==> src/rtl/nice_pkg.sv <==
// Shared definitions for the telemetry frame packer.
//   HEADER_WORD : frame sync word ("NICE")
//   N_CH_DEF    : default channel count (10 ADC + 2 OPD + 6 shear + 6 point)
//   FRAME_WORDS : words per frame at the default channel count
//   state_t     : packer FSM states
package nice_pkg;
  localparam int          N_CH_DEF    = 24;
  localparam logic [31:0] HEADER_WORD = 32'h4E494345;
  localparam int          FRAME_WORDS = N_CH_DEF + 3;

  typedef enum logic [2:0] {IDLE, HDR, CNT, DATA, CSUM} state_t;

  // header + counter + channels + checksum
  function automatic int frame_words(input int n_ch);
    return n_ch + 3;
  endfunction
endpackage

==> src/rtl/telemetry_frame_packer.sv <==
// Snapshots the core's result channels and sample counter on each strobe and
// streams them out as one frame: HEADER, counter, ch[0..N_CH-1], XOR checksum.
// Ports:
//   clk, rst          clock, async active-high reset
//   sample_stb_i      one-cycle strobe: ch_i/counter_i valid this cycle
//   ch_i              flattened channels, channel k at [32k+31:32k]
//   counter_i         sample counter
//   m_data_o/m_valid_o/m_ready_i/m_last_o  valid/ready word stream, last = checksum
//   busy_o            frame in progress
//   dropped_o         saturating count of strobes lost while busy
module telemetry_frame_packer
  import nice_pkg::*;
#(
  parameter int          N_CH   = N_CH_DEF,
  parameter logic [31:0] HEADER = HEADER_WORD
) (
  input  logic                 clk,
  input  logic                 rst,
  input  logic                 sample_stb_i,
  input  logic [32*N_CH-1:0]   ch_i,
  input  logic [31:0]          counter_i,
  output logic [31:0]          m_data_o,
  output logic                 m_valid_o,
  input  logic                 m_ready_i,
  output logic                 m_last_o,
  output logic                 busy_o,
  output logic [15:0]          dropped_o
);
  localparam int             IW       = (N_CH > 1) ? $clog2(N_CH) : 1;
  localparam logic [IW-1:0]  IDX_LAST = IW'(N_CH - 1);

  state_t                  state, state_nxt;
  logic [N_CH-1:0][31:0]   snap;
  logic [31:0]             snap_cnt;
  logic [31:0]             acc, acc_nxt, data_nxt;
  logic [IW-1:0]           idx, idx_nxt;
  logic                    xfer, start, drop;

  assign xfer = m_valid_o & m_ready_i;

  always_ff @(posedge clk or posedge rst) begin
    if (rst) state <= IDLE;
    else     state <= state_nxt;
  end

  always_comb begin
    state_nxt = state;
    start     = 1'b0;
    case (state)
      IDLE: if (sample_stb_i) begin state_nxt = HDR; start = 1'b1; end
      HDR:  if (xfer) state_nxt = CNT;
      CNT:  if (xfer) state_nxt = DATA;
      DATA: if (xfer && idx == IDX_LAST) state_nxt = CSUM;
      CSUM: if (xfer) begin
              // a strobe landing on the checksum handshake chains the next frame
              if (sample_stb_i) begin state_nxt = HDR; start = 1'b1; end
              else state_nxt = IDLE;
            end
      default: state_nxt = IDLE;
    endcase

    drop = sample_stb_i && (state != IDLE) && !(state == CSUM && xfer);

    idx_nxt = idx;
    if (start)                     idx_nxt = '0;
    else if (state == DATA && xfer) idx_nxt = (idx == IDX_LAST) ? '0 : idx + 1'b1;

    acc_nxt = acc;
    if (start)                      acc_nxt = '0;
    else if (xfer && state != CSUM) acc_nxt = acc ^ m_data_o;

    // Outputs are registered, so the word for the next state is chosen here.
    // While stalled every input to this mux is unchanged, so data holds.
    case (state_nxt)
      HDR:     data_nxt = HEADER;
      CNT:     data_nxt = snap_cnt;
      DATA:    data_nxt = snap[idx_nxt];
      CSUM:    data_nxt = acc_nxt;
      default: data_nxt = '0;
    endcase
  end

  always_ff @(posedge clk or posedge rst) begin
    if (rst) begin
      snap      <= '0;
      snap_cnt  <= '0;
      acc       <= '0;
      idx       <= '0;
      m_data_o  <= '0;
      m_valid_o <= 1'b0;
      m_last_o  <= 1'b0;
      busy_o    <= 1'b0;
      dropped_o <= '0;
    end else begin
      if (start) begin
        snap     <= ch_i;
        snap_cnt <= counter_i;
      end
      acc       <= acc_nxt;
      idx       <= idx_nxt;
      m_data_o  <= data_nxt;
      m_valid_o <= (state_nxt != IDLE);
      m_last_o  <= (state_nxt == CSUM);
      busy_o    <= (state_nxt != IDLE);
      if (drop && dropped_o != 16'hFFFF) dropped_o <= dropped_o + 16'd1;
    end
  end
endmodule

==> config.mk <==
export PLATFORM = sky130hd
export DESIGN_NAME = telemetry_frame_packer
export DESIGN_NICKNAME = d
export VERILOG_FILES = /design/src/rtl/nice_pkg.sv /design/src/rtl/telemetry_frame_packer.sv
export SDC_FILE = /design/constraint.sdc
export NUM_CORES = 2
export LEC_CHECK = 0
export ABC_AREA = 1
export BUFFER_PORTS_ARGS = -buffer_cell sky130_fd_sc_hd__buf_4
export CAP_MARGIN = 10
export CORE_AREA = 5 5 329 331
export CTS_CLUSTER_SIZE = 40
export DETAILED_ROUTE_END_ITERATION = 6
export DIE_AREA = 0 0 334 336
export GPL_TIMING_DRIVEN = 0
export SYNTH_ARGS = -nofsm -noshare
export SYNTH_HDL_FRONTEND = slang
export SYNTH_SLANG_ARGS = --single-unit
==> constraint.sdc <==
create_clock -name clk -period 43 [get_ports clk]
set_input_delay 4.3 -clock clk [delete_from_list [all_inputs] [get_ports clk]]
set_output_delay 4.3 -clock clk [all_outputs]
set_load 0.01 [all_outputs]
### Yosys cells after proc, flatten, opt, wreduce, memory -nomap -nowiden

Index checks and enable logic that the tools add are counted.
Widths: inputs -> output; s select.

* flip-flop bits (word level): 890
* output and inout bits: 51
* logic and storage cells: 77

* add/subtract/negate cells: 2
* $lt $le $gt $ge: 1
* equality and inequality tests: 11
* multiplexer cells: 18
* bitwise logic cells: 2
* reduce and logical (&&, ||, !) cells: 11

Operator list (count)
* $bmux 32 s5: 1
* $pmux 32 s4: 1
* $mux 32: 3
* $xor 32x32->32: 1
* $add 16x1->16 const B: 1
* $ne 16x16->1 const B: 1
* $mux 3: 5
* $mux 5: 3
* $pmux 3 s5: 1
* $eq 3x2->1 const B: 4
* $logic_and 1x1->1: 7
* $eq 3x1->1 const B: 2
* $eq 3x3->1 const B: 2
* $lt 5x6->1 const B: 1
* $reduce_bool 3->1: 2
* $add 5x1->5 const B: 1
* $eq 5x5->1 const B: 1
* $logic_not 3->1: 1
* $mux 1: 3
* $ne 3x3->1 const B: 1
* $pmux 1 s2: 1
* $and 1x1->1: 1
* $logic_not 1->1: 1

### Depth between registers and ports, before layout

* depth in word-level cells: 7
* depth in mapped cells: 18
* mapped depth without buffers: 16

### Worst setup path after synthesis

Ideal clock, no wire load.

* path kind: in2reg
* start point: in m_ready_i
* end point: reg m_data_o[0]
* library setup time: 0.119 ns
* arrival: 5.778 ns
* required time: 42.881 ns
* path slack: 37.103 ns
* cell stages on the path: 14
* buffers on the path: 2
* path through: nand2_1 > nand2_1 > nand3_2 > nand2_1 > nor2_4 > inv_4 > buf_6 > buf_2 > o211ai_1 > nand3_1 > nand3_1 > nand3_1 > nand3_1 > nand2_1

* word-level cells in the longest chain between the ends: 7
* elaborated cells between the ends (all ways): 22

Ends and longest elaborated chain
* start, declared: line telemetry_frame_packer.sv:24 `input logic m_ready_i,`
* $and 1x1->1 (*): line telemetry_frame_packer.sv:39 `assign xfer = m_valid_o & m_ready_i;`
* $mux 1 / $logic_and 1x1->1 (equally long branches): line telemetry_frame_packer.sv:54, telemetry_frame_packer.sv:66
* $pmux 1 s2 / $mux 5 (equally long branches): line telemetry_frame_packer.sv:49, telemetry_frame_packer.sv:66
* $mux 5: line telemetry_frame_packer.sv:65 `if (start) idx_nxt = '0;`
* $bmux 32 s5: line telemetry_frame_packer.sv:77 `DATA: data_nxt = snap[idx_nxt];`
* $mux 32 (implied by the code): line telemetry_frame_packer.sv:77
* $pmux 32 s4 (*): line telemetry_frame_packer.sv:74 `case (state_nxt)`
* via data_nxt[0]: line telemetry_frame_packer.sv:35 `logic [31:0] acc, acc_nxt, data_nxt;`
* end signal, assigned: line telemetry_frame_packer.sv:101 `m_data_o <= data_nxt;`
* end, declared: line telemetry_frame_packer.sv:22 `output logic [31:0] m_data_o,`

Mark *: on every way through the listed nets, which the timed path passes. The rest lies on a longest branch. The select of a mux whose other input is x is not followed.
A chain may end at the register's enable or synchronous reset.

### Worst setup path in the final report

* start point: in m_ready_i
* end point: reg m_data_o[11]

The elaborated chain is that of the path after synthesis.

==> flow_summary.json <==
{
  "arrival_ps": 7960,
  "grt_busiest_layer": "met2",
  "ff2ff_path_depth": 11,
  "area_growth_pct": 27.7,
  "hold_buffers": 0,
  "cp.required_ps": 43580,
  "ios": 855,
  "cpMostUsedCell": "nand3_1",
  "grt_use_met2_pct": 57.8,
  "place_congestion": 1.02,
  "grt_use_total_pct": 38.2,
  "crit_path_max_fanout": 10,
  "port_buffers": 854,
  "use_met1_pct": 50.8,
  "placed_cells": 7746,
  "drc": 0,
  "h-tree-depth": 3,
  "numCtsBuffers": 100,
  "synth_ff_type": "dfrtp_1",
  "setup.worst_path.start": "m_ready_i",
  "power_density_nw_per_um2": 85.1,
  "timing.fmax_ghz": 0.136,
  "fin_cells": 7938,
  "seq_area_sq_um": 22300,
  "fin_crit_sh_pct": 17.2,
  "slew_headroom_pct": 20.1,
  "cp_top_family": "simple AND/OR/NAND/NOR gates",
  "drt_iter0_drc": 5756,
  "grt_pass1_vias": 42700,
  "synthDominantCellAreaShare_pct": 52.3,
  "clkTransAtPathRegs_ps": 60,
  "layout-drive-gt1-share_pct": 18.0,
  "cts_resized": 0,
  "core_sq_um": 105000,
  "cts_buffer_depth": 3,
  "ys_types": 36,
  "slowest_delay_ps": 750,
  "rows": 119,
  "min_from": "snap[564]",
  "antenna_found_initial": 11,
  "synthArstFlopShare_pct": 100,
  "rrSetupSlack_ps": 38880,
  "rr_endpoint": "m_data_o[11]",
  "nNetsFinal": 7263,
  "fin_total_pwr_mw": 4.62,
  "ys_seq_elements": 890,
  "startpoint_type": "primary input",
  "crit_path_end": "m_data_o[11]",
  "die-height_um": 336,
  "viasPerCell": 5.57,
  "ys_seq_area_share_pct": 52.3,
  "grt_pass1_wl_um": 306000,
  "use_met3_pct": 9.18,
  "syn_area_per_cell_sq_um": 7.75,
  "finalSetupViolCount": 0,
  "drt-total-wl_um": 222000,
  "worstReg2RegStart": "busy_o",
  "synth_commonest_cells": "1696 x nand2_1, 890 x dfrtp_1, 739 x inv_1",
  "clock_latency_ps": 710,
  "worst-setup-path-type": "in2reg",
  "overflow": 0,
  "cpMaxStageDelayCell": "buf_1",
  "synth_nets": 6299,
  "clock-sinks": 890,
  "netlist_instances": 5493,
  "status": "finished, final reports clean",
  "hold-path-cell-count": 2,
  "path_buf_inv": 3,
  "fin_crit_ps": 7380,
  "maxCapViolCount": 0,
  "synth_area_leader_cell": "dfrtp_1",
  "chipWidth_um": 334,
  "detail-route-antenna-nets": 0,
  "synth.most_common_cell": "nand2_1",
  "cts_tree": "done",
  "synth-edff-count": 0,
  "min_path_type": "reg2reg",
  "initial_core_util_pct": 40.6,
  "fin_skew_ps": 27.1,
  "yosys_warnings": 0,
  "drtPass1Iterations": 6,
  "worst_slew_pin_slew_ps": 1200,
  "grt_max_degree": 127,
  "tns_ps": 0,
  "die_area_sq_um": 112000,
  "cp-end-kind": "register",
  "netlist_area_sq_um": 42600,
  "nFillCells": 10500,
  "hold_viol_final": 0,
  "worstSetupPathDepth": 12,
  "ir_drop_mv": 0.0375,
  "finalMaxSlewViolations": 0,
  "hpwl_um": 179000,
  "leakage_nw": 27.4,
  "worstPathCellList": "buf_4, nand2_1, nand2_1, nand3_2, nand3_2, buf_2, buf_1, nand3_1, nand3_1, nand3_1, nand3_1, nand2_1",
  "rsz0062_at_grt": "false",
  "route.vias.total": 44200,
  "cts_setup_buffers": 0,
  "synth_area_leaders": "dfrtp_1 52%, nand2_1 15%, o21ai_0 8.5%",
  "wire_per_inst_um": 28.0,
  "cts_root_buf": "clkbuf_16",
  "multi_input_area_sq_um": 15800
}
registers in the layout, indices dropped and copies added, names as in the netlist:
register,flops
snap_cnt,32
busy_o,1
m_data_o,32
dropped_o,16
acc,32
snap,768
state,3
idx,5
m_last_o,1
cell families (layout without fill, tap and decap cells):
group                      after synthesis  in the layout  synth area share (%)
other                                    0              7                     0
AOI/OAI and AO/OA                      890            890                  11.2
DFF                                    890            890                  52.3
buffers and inverters                 1137           2184                  10.5
muxes                                    1              1                0.0265
and+or+nand+nor                       2561           2561                  25.7
xor gates and xnor gates                12             12                 0.247
adders and majority gates                2              2                0.0588
power breakdown:
part / leakage, nW / switching [mW] / internal (mW)
sequential: 11.0 / 0.144 / 1.23
combinational: 14.6 / 1.73 / 0.615
clock: 1.69 / 0.378 / 0.521
total: 27.4 / 2.26 / 2.37
final cells by class:
cell class / count / area share, %
Antenna cell: 7 / 0.0322
Buffer: 389 / 3.06
Clock buffer: 148 / 5.45
Clock inverter: 37 / 0.803
Inverter: 748 / 5.18
Multi-Input combinational cell: 3466 / 29.1
Sequential cell: 890 / 41.0
Tap cell: 1391 / 3.20
Timing Repair Buffer: 862 / 12.2
worst reg2reg max path, stage by stage (launching register included):
cell	delay (ps)
dfrtp_1	380
nand2_1	230
nand2_1	190
nand3_2	280
nand3_2	420
buf_2	470
buf_1	750
nand3_1	480
nand3_1	320
nand3_1	190
nand3_1	210
nand2_1	70
placed cells by master (no fill, tap or decap), types with 4 or more instances in the layout:
cell	n
a21oi_1	65
a32o_1	19
and3_1	11
buf_1	48
buf_16	8
buf_2	118
buf_4	863
bufinv_16	7
clkbuf_1	231
clkbuf_16	100
clkbuf_8	28
clkinv_2	20
dfrtp_1	890
diode_2	7
inv_1	738
inv_2	7
inv_6	4
nand2_1	1696
nand3_1	642
nand4_1	133
nor2_1	28
nor3_1	25
nor3b_1	17
o211ai_1	76
o21ai_0	721
xnor2_1	8
xor2_1	4
how the worst min path moves through the flow:
| stage | endpoint | slack, ps |
|---|---|---|
| floorplan | snap[544] | 440 |
| global placement | snap[569] | 460 |
| detailed placement | snap[677] | 460 |
| CTS | snap[677] | 480 |
| global route | snap[307] | 490 |
| finish | snap[564] | 480 |
per-layer routing:
layer,routed length [um],up-vias
li1,-,19500
met1,86400,21500
met2,97200,2665
met4,15300,12
met3,23300,549
met5,80,-
per-stage QoR:
step                setup slack (ps)  instance area, sq um  utilization (%)  hold slack [ps]
floorplan                      13680                 42600                -              444
global placement                2600                 50700             48.4              456
detailed placement             35080                 50900             48.6              460
CTS                            35820                 54300             51.8              477
global route                   35630                 54300             51.8              490
finish                         35620                 54400             51.9              476
Power figures use the tool's default switching activity.
